===== src/rtl/sha256_msg_padder_if.sv =====
// Byte-stream handshake into the SHA-256 message padder.
interface sha256_msg_padder_if;
  logic [7:0] in_data;
  logic       in_valid;
  logic       in_last;
  logic       in_empty;
  logic       in_ready;

  modport master (output in_data, in_valid, in_last, in_empty, input in_ready);
  modport slave  (input in_data, in_valid, in_last, in_empty, output in_ready);
endinterface


===== src/rtl/sha256_msg_padder.sv =====
// Packs a byte stream into 512-bit SHA-256 blocks, appends 0x80 / zero fill / bit length,
// and sequences the core's init/next inputs block by block.
module sha256_msg_padder #(
  parameter int unsigned LEN_W = 64,
  parameter bit          MODE  = 1'b1
) (
  input  logic                 mclk,
  input  logic                 puc_rst,
  sha256_msg_padder_if.slave   msg,
  output logic [511:0]         core_block,
  output logic                 core_init,
  output logic                 core_next,
  output logic                 core_mode,
  input  logic                 core_ready,
  input  logic                 core_digest_valid,
  output logic                 busy,
  output logic                 done,
  output logic [15:0]          blk_cnt
);

  typedef enum logic [2:0] {FILL, PAD, ISSUE, WAIT, DONE} state_t;

  state_t                 state;
  logic [63:0][7:0]       blk;      // blk[63] is message byte 0
  logic [5:0]             idx;
  logic [LEN_W-1:0]       len;
  logic                   first, need80, fin_blk, pend, seen_low;

  logic [63:0]            len64;
  logic                   room;
  logic [63:0][7:0]       pad_blk;

  assign len64       = 64'(len);
  assign room        = (idx <= 6'd55);
  assign core_block  = blk;
  assign core_mode   = MODE;
  assign msg.in_ready = (state == FILL);
  assign busy        = (state != FILL) || (idx != 6'd0) || !first;

  // Padding image of the current block: optional 0x80 at idx, zeros after, length if it fits.
  always_comb begin
    pad_blk = blk;
    for (int j = 0; j < 64; j++) begin
      if (j >= int'(idx))
        pad_blk[63-j] = (j == int'(idx) && need80) ? 8'h80 : 8'h00;
      if (room && j >= 56)
        pad_blk[63-j] = len64[8*(63-j) +: 8];
    end
  end

  always_ff @(posedge mclk or posedge puc_rst) begin
    if (puc_rst) begin
      state     <= FILL;
      blk       <= '0;
      idx       <= '0;
      len       <= '0;
      first     <= 1'b1;
      need80    <= 1'b0;
      fin_blk   <= 1'b0;
      pend      <= 1'b0;
      seen_low  <= 1'b0;
      core_init <= 1'b0;
      core_next <= 1'b0;
      done      <= 1'b0;
      blk_cnt   <= '0;
    end else begin
      core_init <= 1'b0;
      core_next <= 1'b0;
      done      <= 1'b0;
      case (state)
        FILL: if (msg.in_valid) begin
          if (first && idx == 6'd0) blk_cnt <= '0;
          if (msg.in_last) pend <= 1'b1;
          if (msg.in_last && msg.in_empty) begin
            need80 <= 1'b1;
            state  <= PAD;
          end else begin
            blk[~idx] <= msg.in_data;
            idx       <= idx + 6'd1;
            len       <= len + LEN_W'(8);
            if (idx == 6'd63) begin
              need80 <= msg.in_last;
              state  <= ISSUE;
            end else if (msg.in_last) begin
              need80 <= 1'b1;
              state  <= PAD;
            end
          end
        end
        PAD: begin
          blk     <= pad_blk;
          fin_blk <= room;
          if (!room) need80 <= 1'b0;   // next pass carries only the length
          idx     <= '0;
          state   <= ISSUE;
        end
        ISSUE: if (core_ready) begin
          core_init <= first;
          core_next <= !first;
          first     <= 1'b0;
          blk_cnt   <= blk_cnt + 16'd1;
          seen_low  <= 1'b0;
          state     <= WAIT;
        end
        WAIT: begin
          if (!core_ready) seen_low <= 1'b1;
          else if (seen_low) begin
            idx <= '0;
            if (fin_blk)   state <= DONE;
            else if (pend) state <= PAD;
            else           state <= FILL;
          end
        end
        DONE: if (core_digest_valid) begin
          done    <= 1'b1;
          len     <= '0;
          first   <= 1'b1;
          fin_blk <= 1'b0;
          pend    <= 1'b0;
          need80  <= 1'b0;
          state   <= FILL;
        end
        default: state <= FILL;
      endcase
    end
  end

endmodule


===== src/flat_wrapper.sv =====
// flat-port wrapper written by rule: the top's interface ports become plain ports
module sha256_msg_padder_flat 
#(
  parameter int unsigned LEN_W = 64,
  parameter bit          MODE  = 1'b1
)
  (mclk, puc_rst, core_block, core_init, core_next, core_mode, core_ready, core_digest_valid, busy, done, blk_cnt, msg_in_data, msg_in_valid, msg_in_last, msg_in_empty, msg_in_ready);
  sha256_msg_padder_if msg_i ();
  input  logic mclk;
  input  logic puc_rst;
  output logic [511:0] core_block;
  output logic core_init;
  output logic core_next;
  output logic core_mode;
  input  logic core_ready;
  input  logic core_digest_valid;
  output logic busy;
  output logic done;
  output logic [15:0] blk_cnt;
  input wire logic [$bits(msg_i.in_data)-1:0] msg_in_data;
  input wire logic [$bits(msg_i.in_valid)-1:0] msg_in_valid;
  input wire logic [$bits(msg_i.in_last)-1:0] msg_in_last;
  input wire logic [$bits(msg_i.in_empty)-1:0] msg_in_empty;
  output wire logic [$bits(msg_i.in_ready)-1:0] msg_in_ready;
  assign msg_i.in_data = msg_in_data;
  assign msg_i.in_valid = msg_in_valid;
  assign msg_i.in_last = msg_in_last;
  assign msg_i.in_empty = msg_in_empty;
  assign msg_in_ready = msg_i.in_ready;
  sha256_msg_padder #(.LEN_W(LEN_W), .MODE(MODE)) u_core (.mclk(mclk), .puc_rst(puc_rst), .msg(msg_i), .core_block(core_block), .core_init(core_init), .core_next(core_next), .core_mode(core_mode), .core_ready(core_ready), .core_digest_valid(core_digest_valid), .busy(busy), .done(done), .blk_cnt(blk_cnt));
endmodule

===== config.mk =====
export PLATFORM = sky130hd
export DESIGN_NAME = sha256_msg_padder_flat
export DESIGN_NICKNAME = d
export VERILOG_FILES = /design/src/rtl/sha256_msg_padder_if.sv /design/src/rtl/sha256_msg_padder.sv /design/src/flat_wrapper.sv
export SDC_FILE = /design/constraint.sdc
export NUM_CORES = 1
export LEC_CHECK = 0
export ABC_AREA = 1
export CAP_MARGIN = 10
export CORE_MARGIN = 5
export CORE_UTILIZATION = 56
export DETAILED_ROUTE_END_ITERATION = 8
export PLACE_DENSITY = 0.86
export SLEW_MARGIN = 30
export SYNTH_ARGS = -nofsm -noshare
export SYNTH_HDL_FRONTEND = slang
export SYNTH_SLANG_ARGS = --single-unit

===== constraint.sdc =====
create_clock -name mclk -period 44.2 [get_ports mclk]
set_input_delay 8.84 -clock mclk [delete_from_list [all_inputs] [get_ports mclk]]
set_output_delay 8.84 -clock mclk [all_outputs]
set_load 0.02 [all_outputs]

==> flow_summary.yaml <==
outcome:
  status: "finished clean"
critical_path:
  cp-start-kind: "flop"
  cpPeakStageDelay_ns: 0.65
  worst-setup-path-type: "flop to output port"
  timing.rr.start: "u_core.state[0]$_DFFE_PP0P_"
  path_cells: "inv_1 -> ha_1 -> nand2_1 -> nor2_1 -> nand3_1 -> clkdlybuf4s50_1"
  rrSetupSlack_ns: 40.24
  path_delay_family: "buffers and inverters"
  worstPathRequired_ns: 35.36
  startpoint: "u_core.idx[0]$_DFFE_PP0P_"
  cp_num_cells: 6
  critPathMaxFanout: 13
  reg2reg_to: "u_core.core_block[355]$_DFFE_PP0P_"
  cp-end-kind: "output port"
  endpoint: "busy"
  crit_buf_inv: 2
  cpMaxStageDelayCell: "clkdlybuf4s50_1"
  reg2reg_depth: 8
  worstPathArrival_ns: 3.54
logic_synthesis:
  synth_top_family_by_area: "simple AND/OR/NAND/NOR gates"
  synth_mux_area_share_pct: 0
  synthesis.area_mm2: 0.02755
  synth_compound_area_share_pct: 14.46
  synth-edff-count: 0
  avgSynthCellArea_um2: 8.200
  yosys.area_share.simple_pct: 23.91
  yosys_warnings: 0
  syn_inst: 3360
  synth_xor_area_share_pct: 0.1589
  synth-main-ff-cell: "dfrtp_1"
  synth_nets: 3383
  ys_seq_elements: 606
  synth_cell_types: 48
  synth_fa_ha_area_share_pct: 0.3633
  postSynth.asyncResetShare_pct: 100.0
  ys_seq_area_share_pct: 55.04
detailed_routing:
  viasPerCell: 6.047
  drt_iter0_drc: 3370
  drc_errors: 0
  drtAntennaViolNets: 0
  vias: 27860
  wl_um: 111200
  drt_first_pass_iters: 6
  wl_per_cell_um: 24.15
die:
  ios: 549
  core_area_mm2: 0.04885
  die_y_um: 231.8
  initial_core_util_pct: 56.40
  die_w_um: 231.8
  die_area_mm2: 0.05374
  std_cell_rows: 81
timing:
  slew_violations: 0
  fin_skew_ns: 0.01669
  fin_crit_ns: 12.38
  max_freq_mhz: 80.74
  finalSetupViolCount: 0
  worst_slack_ns: 31.82
  hold_violations: 0
  fin_crit_sh_pct: 28.02
  finalSetupTns_ns: 0
  tightestPinTransition_ns: 1.018
  rsz0062_at_grt: "no"
  slew_headroom_pct: 31.90
clock_tree:
  clk_pin_slew_worst_paths_ns: 0.07
  cts_resized: 0
  clock_path_buffers: 3
  ctsHtreeMaxLevel: 2
  numCtsBuffers: 59
  cts_hold_buf: 0
  cts.sinks: 606
  tritoncts: "yes"
  cts_root_buffer: "clkbuf_16"
  clock_latency_ns: 0.63
  cts_setup_buffers: 0
final_layout:
  utilization_pct: 73.27
  final_common_cell: "nand2_1"
  layout_common_cells: "1010 x nand2_1, 604 x dfrtp_1, 547 x clkdlybuf4s50_1, 423 x o21ai_0, 304 x nor2_1"
  drive_gt1_share_pct: 5.405
  nNetsFinal: 3914
  n_fill_cell: 3717
  area_growth_pct: 29.91
power_and_ir_drop:
  switching_share_pct: 43.44
  power_leakage_uw: 0.01576
  power_frac_seq_pct: 34.7
  p_switching_uw: 886.2
  internal-power_uw: 1154
  power_uw: 2040
  pwr-share-comb_pct: 39.1
  clkPwrFrac_pct: 26.2
  power_density_mw_per_mm2: 56.99
  peakVddDrop_v: 0.00004774
grt:
  grt_usage_pct: 40.34
  grt_overflow_total: 0
  grt_max_degree: 175
  grt_pass1_wl_um: 166200
  grt_pass1_vias: 26940
  antenna_found_initial: 2
place:
  io_buffers: 547
  hpwl_um: 77810
  gp_congestion: 1.023
  place_ws_ns: 32.42
worst_hold_path:
  worstHoldStart: "u_core.core_block[424]$_DFFE_PP0P_"
  hold_path_class: "flop to flop"
job:
  max_cap_viol_count: 0
metrics by stage:
step / hold slack, ns / instance area (um2) / cells
after global routing: 0.4937 / 35790 / 4605
final: 0.4696 / 35790 / 4607
after floorplan: 0.4533 / 27550 / 3360
after CTS: 0.4744 / 35760 / 4605
after detailed placement: 0.4583 / 33700 / 4494
after global placement: 0.4537 / 33680 / 4492
registers in the layout (all words and copies together) (netlist names), 3 cells and up:
signal / cells
u_core.blk_cnt: 16
u_core.core_block: 512
u_core.idx: 6
u_core.len: 61
u_core.state: 3
worst register-to-register path: stages, from the launching register on:
cell and delay, ns:
dfrtp_2 0.35, buf_4 0.47, inv_2 0.41, nand2_1 0.37, a21oi_1 0.16, nor2_4 0.10
buf_4 0.55, nand3_1 0.76, o31ai_1 0.63
how the worst min path moves through the flow:
stage,to,cells after the start
5_1_grt,u_core.core_block[426]$_DFFE_PP0P_,2
4_1_cts,u_core.core_block[424]$_DFFE_PP0P_,2
6_report,u_core.core_block[424]$_DFFE_PP0P_,2
3_5_place_dp,u_core.core_block[424]$_DFFE_PP0P_,2
2_1_floorplan,u_core.seen_low$_DFFE_PP0P_,2
3_3_place_gp,u_core.core_block[425]$_DFFE_PP0P_,2
cell usage after synthesis, types with 22 or more instances:
library cell	number	share of area (%)
nor3_1	30	0.54
nor2_1	307	4.2
nand4_1	41	0.93
o21ai_0	423	7.7
clkbuf_1	67	0.91
a22oi_1	22	0.60
o22ai_1	119	2.7
buf_2	33	0.60
inv_1	294	4.0
nand2_1	1018	14
a21oi_1	57	1.0
nand3_1	161	2.9
o31ai_1	25	0.68
dfrtp_1	605	55
layout make-up:
class	instances	area (um2)	area share, %
clock inverters	26	321.6	0.8984
multi-input cells	2329	10790	30.14
flip-flops and latches	606	15170	42.37
well taps	664	830.8	2.321
inverters	315	1195	3.338
repair buffers	580	5751	16.07
clock buffers	85	1735	4.848
diodes	2	5.005	0.01398
kinds of logic (layout without fill, tap and decap cells):
group / after synthesis / count (layout)
and+or+nand+nor: 1604 / 1604
AOI/OAI and AO/OA: 711 / 711
DFF: 606 / 606
buffers and inverters: 425 / 1006
adders and majority gates: 8 / 8
xor gates and xnor gates: 5 / 5
other: 1 / 3
layer usage:
| layer | vias to the layer above | global-route usage [%] | part of all wire [%] |
|---|---|---|---|
| li1 | 12100 | - | - |
| met1 | 13410 | 52.32 | 37 |
| met2 | 1966 | 62.94 | 45 |
| met3 | 383 | 12.26 | 13 |
| met4 | 0 | 18.45 | 5.4 |
| met5 | - | 0 | 0 |
power by group through the flow:
stage / clock (uW) / sequential (uW) / combinational (uW)
4_1_cts: 534 / 705 / 774
3_3_place_gp: 0 / 712 / 755
6_report: 534 / 709 / 797
5_1_grt: 558 / 716 / 839
3_5_place_dp: 0 / 713 / 767
2_1_floorplan: 0 / 760 / 380
No activity file was read; power rests on OpenSTA's default activity.
